==> src/rtl/mem_access_stage.sv <==
// RV32 memory-access stage over a req/ack data bus; optional `MISALIGN_TRAP_EN traps misaligned accesses.
// Latency: 1 cycle for non-memory ops, 1 + N bus cycles for loads/stores (2 minimum).
// Backpressure: mem_stall holds upstream stages until ack or bus timeout (BUS_TIMEOUT, 0 = never).
module mem_access_stage #(
   parameter int unsigned BUS_TIMEOUT = 0
) (
   input  logic        clk,
   input  logic        rst,
   input  logic [31:0] EX_MEM_ALU_result,
   input  logic [31:0] EX_MEM_WriteData,
   input  logic [31:0] EX_MEM_pcPlus4,
   input  logic [4:0]  EX_MEM_rd,
   input  logic [2:0]  EX_MEM_funct3,
   input  logic [1:0]  EX_MEM_ResultSrc,
   input  logic        EX_MEM_RegWrite,
   input  logic        EX_MEM_MemRead,
   input  logic        EX_MEM_MemWrite,
   output logic        dmem_req,
   output logic        dmem_we,
   output logic [31:0] dmem_addr,
   output logic [31:0] dmem_wdata,
   output logic [3:0]  dmem_be,
   input  logic [31:0] dmem_rdata,
   input  logic        dmem_ack,
   output logic        mem_stall,
   output logic        mem_bus_err,
   output logic        mem_misalign,
   output logic        MEM_WB_RegWrite,
   output logic [4:0]  MEM_WB_rd,
   output logic [31:0] MEM_WB_result
);

   typedef enum logic {IDLE, BUS} state_t;

   state_t      state;
   logic [31:0] tmo_cnt;

   logic        acc, is_byte, is_half, trap, ack_ok, tmo_hit;
   logic [31:0] eff_addr, shifted, load_data, wb_mux, wdata_nxt;
   logic [1:0]  offs;
   logic [3:0]  be_nxt;

   always_comb begin
      acc      = EX_MEM_MemRead | EX_MEM_MemWrite;
      is_byte  = (EX_MEM_funct3[1:0] == 2'b00);
      is_half  = (EX_MEM_funct3[1:0] == 2'b01);
      eff_addr = EX_MEM_ALU_result;
`ifdef MISALIGN_TRAP_EN
      trap = acc && (is_half ? EX_MEM_ALU_result[0]
                             : (!is_byte && (EX_MEM_ALU_result[1:0] != 2'b00)));
`else
      trap = 1'b0;
      // Misaligned accesses are silently aligned down to their natural size.
      if (is_half)
         eff_addr[0] = 1'b0;
      else if (!is_byte)
         eff_addr[1:0] = 2'b00;
`endif
      offs    = eff_addr[1:0];
      shifted = dmem_rdata >> {offs, 3'b000};

      case (EX_MEM_funct3)
         3'b000:  load_data = {{24{shifted[7]}}, shifted[7:0]};
         3'b100:  load_data = {24'd0, shifted[7:0]};
         3'b001:  load_data = {{16{shifted[15]}}, shifted[15:0]};
         3'b101:  load_data = {16'd0, shifted[15:0]};
         default: load_data = shifted;
      endcase

      case (EX_MEM_ResultSrc)
         2'b01:   wb_mux = load_data;
         2'b10:   wb_mux = EX_MEM_pcPlus4;
         default: wb_mux = EX_MEM_ALU_result;
      endcase

      if (is_byte) begin
         be_nxt    = 4'b0001 << offs;
         wdata_nxt = {4{EX_MEM_WriteData[7:0]}};
      end else if (is_half) begin
         be_nxt    = 4'b0011 << {offs[1], 1'b0};
         wdata_nxt = {2{EX_MEM_WriteData[15:0]}};
      end else begin
         be_nxt    = 4'b1111;
         wdata_nxt = EX_MEM_WriteData;
      end

      ack_ok  = dmem_req && dmem_ack;
      tmo_hit = (BUS_TIMEOUT != 0) && ((tmo_cnt + 32'd1) == BUS_TIMEOUT);

      mem_stall = 1'b0;
      if (!rst) begin
         if (state == IDLE)
            mem_stall = acc && !trap;
         else
            mem_stall = !ack_ok && !tmo_hit;
      end
   end

   always_ff @(posedge clk or posedge rst) begin
      if (rst) begin
         state           <= IDLE;
         tmo_cnt         <= 32'd0;
         dmem_req        <= 1'b0;
         dmem_we         <= 1'b0;
         dmem_addr       <= 32'd0;
         dmem_wdata      <= 32'd0;
         dmem_be         <= 4'd0;
         mem_bus_err     <= 1'b0;
         mem_misalign    <= 1'b0;
         MEM_WB_RegWrite <= 1'b0;
         MEM_WB_rd       <= 5'd0;
         MEM_WB_result   <= 32'd0;
      end else begin
         mem_bus_err  <= 1'b0;
         mem_misalign <= 1'b0;
         case (state)
            IDLE: begin
               if (acc && !trap) begin
                  dmem_req        <= 1'b1;
                  dmem_we         <= EX_MEM_MemWrite;
                  dmem_addr       <= {eff_addr[31:2], 2'b00};
                  dmem_be         <= be_nxt;
                  dmem_wdata      <= wdata_nxt;
                  tmo_cnt         <= 32'd0;
                  state           <= BUS;
                  MEM_WB_RegWrite <= 1'b0;
                  MEM_WB_rd       <= 5'd0;
                  MEM_WB_result   <= 32'd0;
               end else if (trap) begin
                  mem_misalign    <= 1'b1;
                  MEM_WB_RegWrite <= 1'b0;
                  MEM_WB_rd       <= 5'd0;
                  MEM_WB_result   <= 32'd0;
               end else begin
                  MEM_WB_RegWrite <= EX_MEM_RegWrite;
                  MEM_WB_rd       <= EX_MEM_rd;
                  MEM_WB_result   <= wb_mux;
               end
            end
            BUS: begin
               // EX_MEM is frozen by mem_stall, so live inputs still describe this access.
               if (ack_ok) begin
                  dmem_req        <= 1'b0;
                  state           <= IDLE;
                  MEM_WB_RegWrite <= EX_MEM_RegWrite;
                  MEM_WB_rd       <= EX_MEM_rd;
                  MEM_WB_result   <= wb_mux;
               end else if (tmo_hit) begin
                  dmem_req        <= 1'b0;
                  state           <= IDLE;
                  mem_bus_err     <= 1'b1;
                  MEM_WB_RegWrite <= 1'b0;
                  MEM_WB_rd       <= 5'd0;
                  MEM_WB_result   <= 32'd0;
               end else begin
                  tmo_cnt <= tmo_cnt + 32'd1;
               end
            end
            default: state <= IDLE;
         endcase
      end
   end

endmodule

==> config.mk <==
export PLATFORM = sky130hd
export DESIGN_NAME = mem_access_stage
export DESIGN_NICKNAME = d
export VERILOG_FILES = /design/src/rtl/mem_access_stage.sv
export SDC_FILE = /design/constraint.sdc
export NUM_CORES = 1
export LEC_CHECK = 0
export ABC_AREA = 0
export CORE_MARGIN = 4
export CORE_UTILIZATION = 42
export CTS_CLUSTER_DIAMETER = 40
export DETAILED_ROUTE_END_ITERATION = 12
export HOLD_SLACK_MARGIN = 0.03
export MAX_ROUTING_LAYER = met4
export PLACE_DENSITY = 0.81
export SLEW_MARGIN = 30
export SYNTH_ARGS = -nofsm -noshare
export SYNTH_HDL_FRONTEND = slang
export SYNTH_SLANG_ARGS = --single-unit
==> constraint.sdc <==
create_clock -name clk -period 4.9 [get_ports clk]
set_input_delay 0.98 -clock clk [delete_from_list [all_inputs] [get_ports clk]]
set_output_delay 0.98 -clock clk [all_outputs]
set_load 0.05 [all_outputs]
==> results of run 1 <==
## layout make-up
cell class	count	share of cell area, %
Inverter	13	0.6392
Antenna cell	1	0.02973
Clock buffer	10	2.839
Sequential cell	107	31.81
Multi-Input combinational cell	438	30.36
Clock inverter	6	1.115
Timing Repair Buffer	259	30.65
Tap cell	172	2.557
## logic make-up after synthesis
family                   after synthesis  share of synthesized area (%)
AO/OA/AOI/OAI                        197                          23.49
AND/OR/NAND/NOR                      194                          14.35
flip-flops                           107                          48.76
buffers and inverters                 66                          5.377
multiplexers                          41                          7.496
adder cells (fa/ha/maj)                2                         0.4556
other                                  1                        0.06829
## layout by cell type (no fill, tap or decap), types with 14 or more instances in the layout
cell               n
o22ai_1           24
a21oi_1           24
a22o_1            22
o21ai_0           75
a22oi_1           17
clkdlybuf4s50_1  249
nand2_1          165
mux2i_1           40
dfrtp_1          107
nor2_1            14
## metrics by stage
step / power (uW) / cells
after floorplan: 3708 / 611
after global placement: 4888 / 989
after detailed placement: 4968 / 989
after CTS: 5789 / 1005
after global routing: 6034 / 1006
final: 5764 / 1006
## worst max-delay path by stage
stage | from | end | slack [ps] | depth (start not counted)
after floorplan | rst | MEM_WB_RegWrite | 1100 | 1
after global placement | EX_MEM_funct3[0] | MEM_WB_result[29] | 1040 | 6
after detailed placement | EX_MEM_funct3[0] | MEM_WB_result[31] | 910 | 6
after CTS | EX_MEM_funct3[0] | MEM_WB_result[31] | 1250 | 6
after global routing | EX_MEM_funct3[0] | MEM_WB_result[31] | 1130 | 6
final | EX_MEM_funct3[0] | MEM_WB_result[31] | 1250 | 6
## routing by layer
| layer | share of wire, % | vias up | track usage (%) |
|---|---|---|---|
| met5 | 0 | - | - |
| met3 | 8.8 | 49 | 6.037 |
| met1 | 39 | 2668 | 33.75 |
| met2 | 49 | 319 | 44.31 |
| met4 | 3.2 | 0 | 10.64 |
| li1 | - | 2560 | - |
## flip-flops by register name (all words and copies together) (netlist names)
register,count
dmem_wdata,32
dmem_addr,30
MEM_WB_rd,5
MEM_WB_result,32
dmem_req,1
state,1
dmem_be,4
MEM_WB_RegWrite,1
dmem_we,1
## worst reg2reg max path: stages (launching register included)
cell and delay (ps):
dfrtp_1 420, o21ba_2 270, nor2_2 40, buf_4 260, and3_1 270, a41oi_4 590, o21ai_0 220
## power groups by stage
| stage | registers, uW | logic [uW] | clock network, uW |
|---|---|---|---|
| finish | 1530 | 3420 | 813 |
| detailed placement | 1540 | 3430 | 0 |
| global placement | 1520 | 3370 | 0 |
| floorplan | 2910 | 795 | 0 |
| CTS | 1530 | 3430 | 826 |
| global route | 1580 | 3600 | 854 |
==> flow_metrics.tcl, run 1 <==
set metrics [dict create \
    syn_to_final_growth_pct 53.27 \
    cts_resized 0 \
    rr_worst_depth 6 \
    hold_end "dmem_addr[7]" \
    skew_ps 4.295 \
    yosysWarnings 0 \
    synth_edf_count 0 \
    fp-row-count 41 \
    setup_viol 0 \
    cts_root_buffer "clkbuf_16" \
    timing_hold_violations_final 0 \
    crit_type "primary input to flip-flop" \
    tns_ps 0 \
    worst-path-buf-inv 1 \
    slowest_delay_ps 820 \
    grt.overflow.total 0 \
    tightestPinTransition_ps 924.0 \
    path_cells "clkdlybuf4s50_1 > nand2b_1 > o2bb2ai_2 > a211oi_4 > a41oi_4 > o21ai_0" \
    cts_tree "yes" \
    pre_cts_ws_ps 908.1 \
    wirelength_um 20250 \
    ys_ff_latch 107 \
    dp_hpwl_um 15210 \
    startpoint_type "primary input" \
    combPwrFrac_pct 59.3 \
    fillers 1045 \
    outcome "finished, final reports clean" \
    grt_max_degree 81 \
    final_antenna_net_count 0 \
    num_vias 5596 \
    drt-pass1-iter-count 5 \
    internal-power_uw 2871 \
    crit_path_end_kind "flip-flop" \
    drive_above_1_share_pct 6.002 \
    antenna_found_initial 1 \
    crit_fanout 16 \
    cap_violations 0 \
    grt_pass1_vias 5657 \
    drc 0 \
    hp-class "flip-flop to flip-flop" \
    pwr-share-clk_pct 14.1 \
    period_minus_slack_ps 3647 \
    synth_cells 608 \
    multi_input_area_um2 2555 \
    nNetsFinal 974 \
    rrSetupSlack_ps 2670 \
    final_area_um2 8417 \
    clkSlewWorstSetupHoldPaths_ps 80 \
    post-synth-top-count-cell "nand2_1" \
    die_area_um2 14970 \
    synthFlopType "dfrtp_1" \
    required_ps 5160 \
    synth-async-reset-ratio_pct 100.0 \
    regToRegEndpoint "MEM_WB_result[31]" \
    syn_area_um2 5492 \
    drt-initial-drc-count 463 \
    port_buffers 250 \
    post_cts_buffers 0 \
    critPathTopFamily "compound AO/OA/AOI/OAI gates" \
    numCtsBuffers 9 \
    synth_area_leader_cell "dfrtp_1" \
    seq_area_um2 2678 \
    netlist_top_cells_count "nand2_1 (165), dfrtp_1 (107), o21ai_0 (75)" \
    cpMaxStageDelayCell "clkdlybuf4s50_1" \
    initial_utilization_pct 43.16 \
    place.gp.congestion 0.9122 \
    yosysUniqueCellTypes 42 \
    swShare_pct 50.20 \
    dpl_cell_area_um2 8082 \
    track_usage_pct 27.43 \
    ir_drop_v 0.0003613 \
    die_x_um 122.3 \
    hold_start "dmem_addr[7]" \
    whs_path_depth 2 \
    pin_count 255 \
    die_h_um 122.3 \
    relSlewSlack_pct 38.02 \
    p_sw_uw 2894 \
    grt_pass1_wl_um 31110 \
    vias_per_cell 5.563 \
    fin_crit_sh_pct 74.43 \
    yosys.area.top_type_share_pct 48.76 \
    r2r-start "state" \
    cts_hold_buffers 0 \
    ys_top_cells_by_area "dfrtp_1 (49%), nand2_1 (11%), mux2i_1 (7.3%), o21ai_0 (6.8%), a22o_1 (3.5%)" \
    avgSynthCellArea_um2 9.032 \
    core_um2 12720 \
    final_util_pct 66.16 \
    setup_slack_ps 1253 \
    hold_ws_ps 476.4 \
    synth.yosys.seq_area_share_pct 48.76 \
    power.leakage_uw 0.003727 \
    final_max_slew_viol_count 0 \
    fmax_mhz 274.2 \
    arrival_ps 3900 \
    pwr-share-seq_pct 26.5 \
    avgRoutedWirePerCell_um 20.13 \
    pwr_density_cell_nw_per_um2 684.9 \
    rsz0062_at_grt "no" \
    clock_path_buffers 2 \
    h-tree-depth 3 \
    cts_num_sinks 107 \
    clkLatencyLatePin_ps 350 \
]
(Power assumes the default switching activity.)
==> inputs of run 2 (changes only) <==
Clock period 4.9 ns to 3.55 ns, I/O delays scaled along.
==> run 2 against run 1 <==
Effect of this change:
- cell area is 0.49% higher
- clock power is 19% higher
- sequential share of layout area is 0.16 points lower
- hold slack worse by 1.5 ps
- combinational power is 39% higher
- largest cell class unchanged
- largest power group unchanged
==> flow_metrics.tcl, run 2 (synthesis results as in run 1) <==
set metrics [dict create \
    outcome "finished, final reports clean" \
    pwr-share-seq_pct 26.9 \
    crit_type "primary input to flip-flop" \
    place.gp.congestion 0.8971 \
    top_regs "MEM_WB_result x32, dmem_wdata x32, dmem_addr x30" \
    arrival_ps 3050 \
    clock_path_buffers 2 \
    worst-path-buf-inv 1 \
    grt.overflow.total 0 \
    dp_hpwl_um 15900 \
    initial_utilization_pct 43.16 \
    internal-power_uw 3855 \
    clkLatencyLatePin_ps 340 \
    crit_fanout 16 \
    grt_max_degree 74 \
    slowest_delay_ps 710 \
    fin_total_pwr_uw 7846 \
    crit_path_end_kind "flip-flop" \
    num_vias 5640 \
    cts_root_buffer "clkbuf_16" \
    hp-class "flip-flop to flip-flop" \
    final_max_slew_viol_count 0 \
    pwr_density_cell_nw_per_um2 927.6 \
    skew_ps 5.080 \
    die_area_um2 14970 \
    grt_pass1_wl_um 30990 \
    p_sw_uw 3990 \
    cts_resized 0 \
    timing_hold_violations_final 0 \
    required_ps 3740 \
    setup_slack_ps 687.9 \
    fillers 1062 \
    track_usage_pct 27.71 \
    cts_num_sinks 107 \
    pin_count 255 \
    core_um2 12720 \
    cap_violations 0 \
    pre_cts_ws_ps 404.1 \
    drt-pass1-iter-count 5 \
    die_h_um 122.3 \
    fin_crit_sh_pct 80.62 \
    cts_tree "yes" \
    drive_above_1_share_pct 6.999 \
    drt-initial-drc-count 550 \
    grt_pass1_vias 5709 \
    swShare_pct 50.86 \
    port_buffers 250 \
    ir_drop_v 0.0004523 \
    cpMaxStageDelayCell "clkdlybuf4s50_1" \
    vias_per_cell 5.540 \
    h-tree-depth 3 \
    critPathTopFamily "compound AO/OA/AOI/OAI gates" \
    nNetsFinal 984 \
    power.leakage_uw 0.003758 \
    die_x_um 122.3 \
    syn_to_final_growth_pct 54.02 \
    avgRoutedWirePerCell_um 20.27 \
    cts_hold_buffers 0 \
    relSlewSlack_pct 49.52 \
    final_antenna_net_count 0 \
    tightestPinTransition_ps 755.3 \
    period_minus_slack_ps 2862 \
    wirelength_um 20630 \
    pwr-share-clk_pct 12.3 \
    startpoint_type "primary input" \
    numCtsBuffers 9 \
    post_cts_buffers 0 \
    drc 0 \
    combPwrFrac_pct 60.8 \
    fp-row-count 41 \
    clkSlewWorstSetupHoldPaths_ps 70 \
    antenna_found_initial 3 \
    setup_viol 0 \
    rsz0062_at_grt "no" \
    path_cells "clkdlybuf4s50_1 > or2b_1 > nand2_1 > a31oi_1 > a41oi_4 > o21ai_0" \
    tns_ps 0 \
    final_cell_mix "clkdlybuf4s50_1 (249), nand2_1 (165), dfrtp_1 (107)" \
    fmax_mhz 349.4 \
    mostFrequentLayoutCell "clkdlybuf4s50_1" \
]
## run 2: changes by cell type in the layout (fill, tap and decap cells not counted)
cell and delta:
buf_12 +1, buf_4 +9, bufinv_16 -2, clkbuf_1 +1, clkbuf_8 +1, clkinv_1 -1, clkinv_2 +2, clkinvlp_4 +1
diode_2 +2, inv_1 +1, inv_6 -3
## run 2: power groups by stage
stage	sequential, uW	combinational [uW]	clock (uW)
finish	2110	4770	965
global route	2180	5010	1030
CTS	2110	4790	976
detailed placement	2120	4780	0
global placement	2100	4680	0
floorplan	4020	1100	0
## run 2: worst paths after layout
kind                            depth (start not counted)                 start                end  slack (ps)
worst max register to register                          6                 state  MEM_WB_result[28]        1460
worst max-delay path                                    6  EX_MEM_ALU_result[1]  MEM_WB_result[28]         690
worst min register to register                          2         dmem_addr[19]      dmem_addr[19]         470
max in group asynchronous                               3                   rst      dmem_addr[17]        1930
min in group asynchronous                               2                   rst         dmem_be[1]         900
worst min-delay path                                    2         dmem_addr[19]      dmem_addr[19]         470
## run 2: layout make-up
class / count / area, um^2 / share of cell area [%]
Clock inverter: 4 / 25.02 / 0.2959
Tap cell: 172 / 215.2 / 2.544
Inverter: 13 / 53.80 / 0.6361
Multi-Input combinational cell: 438 / 2555 / 30.21
Clock buffer: 12 / 256.5 / 3.033
Timing Repair Buffer: 269 / 2668 / 31.54
Sequential cell: 107 / 2678 / 31.66
Antenna cell: 3 / 7.507 / 0.08876
## run 2: worst min-delay path, stage by stage, from the launching register on
cell and delay [ps]:
dfrtp_1 340, nand2_1 50, nand2_1 50
## run 2: layer usage
layer	vias to the layer above	GRT usage, %	wire, um
li1	2588	-	-
met1	2727	33.71	8038
met2	288	45.62	10290
met3	37	5.668	1723
met4	0	10.50	584
met5	-	-	0
## run 2: metrics by stage
stage / area [um^2] / hold WS, ps / instances / utilization [%]
6_report: 8458 / 475.0 / 1018 / 66.48
5_1_grt: 8458 / 492.7 / 1018 / 66.48
2_1_floorplan: 5503 / 453.2 / 611 / -
4_1_cts: 8448 / 479.5 / 1015 / 66.40
3_3_place_gp: 8167 / 459.4 / 999 / 64.19
3_5_place_dp: 8167 / 461.4 / 999 / 64.19
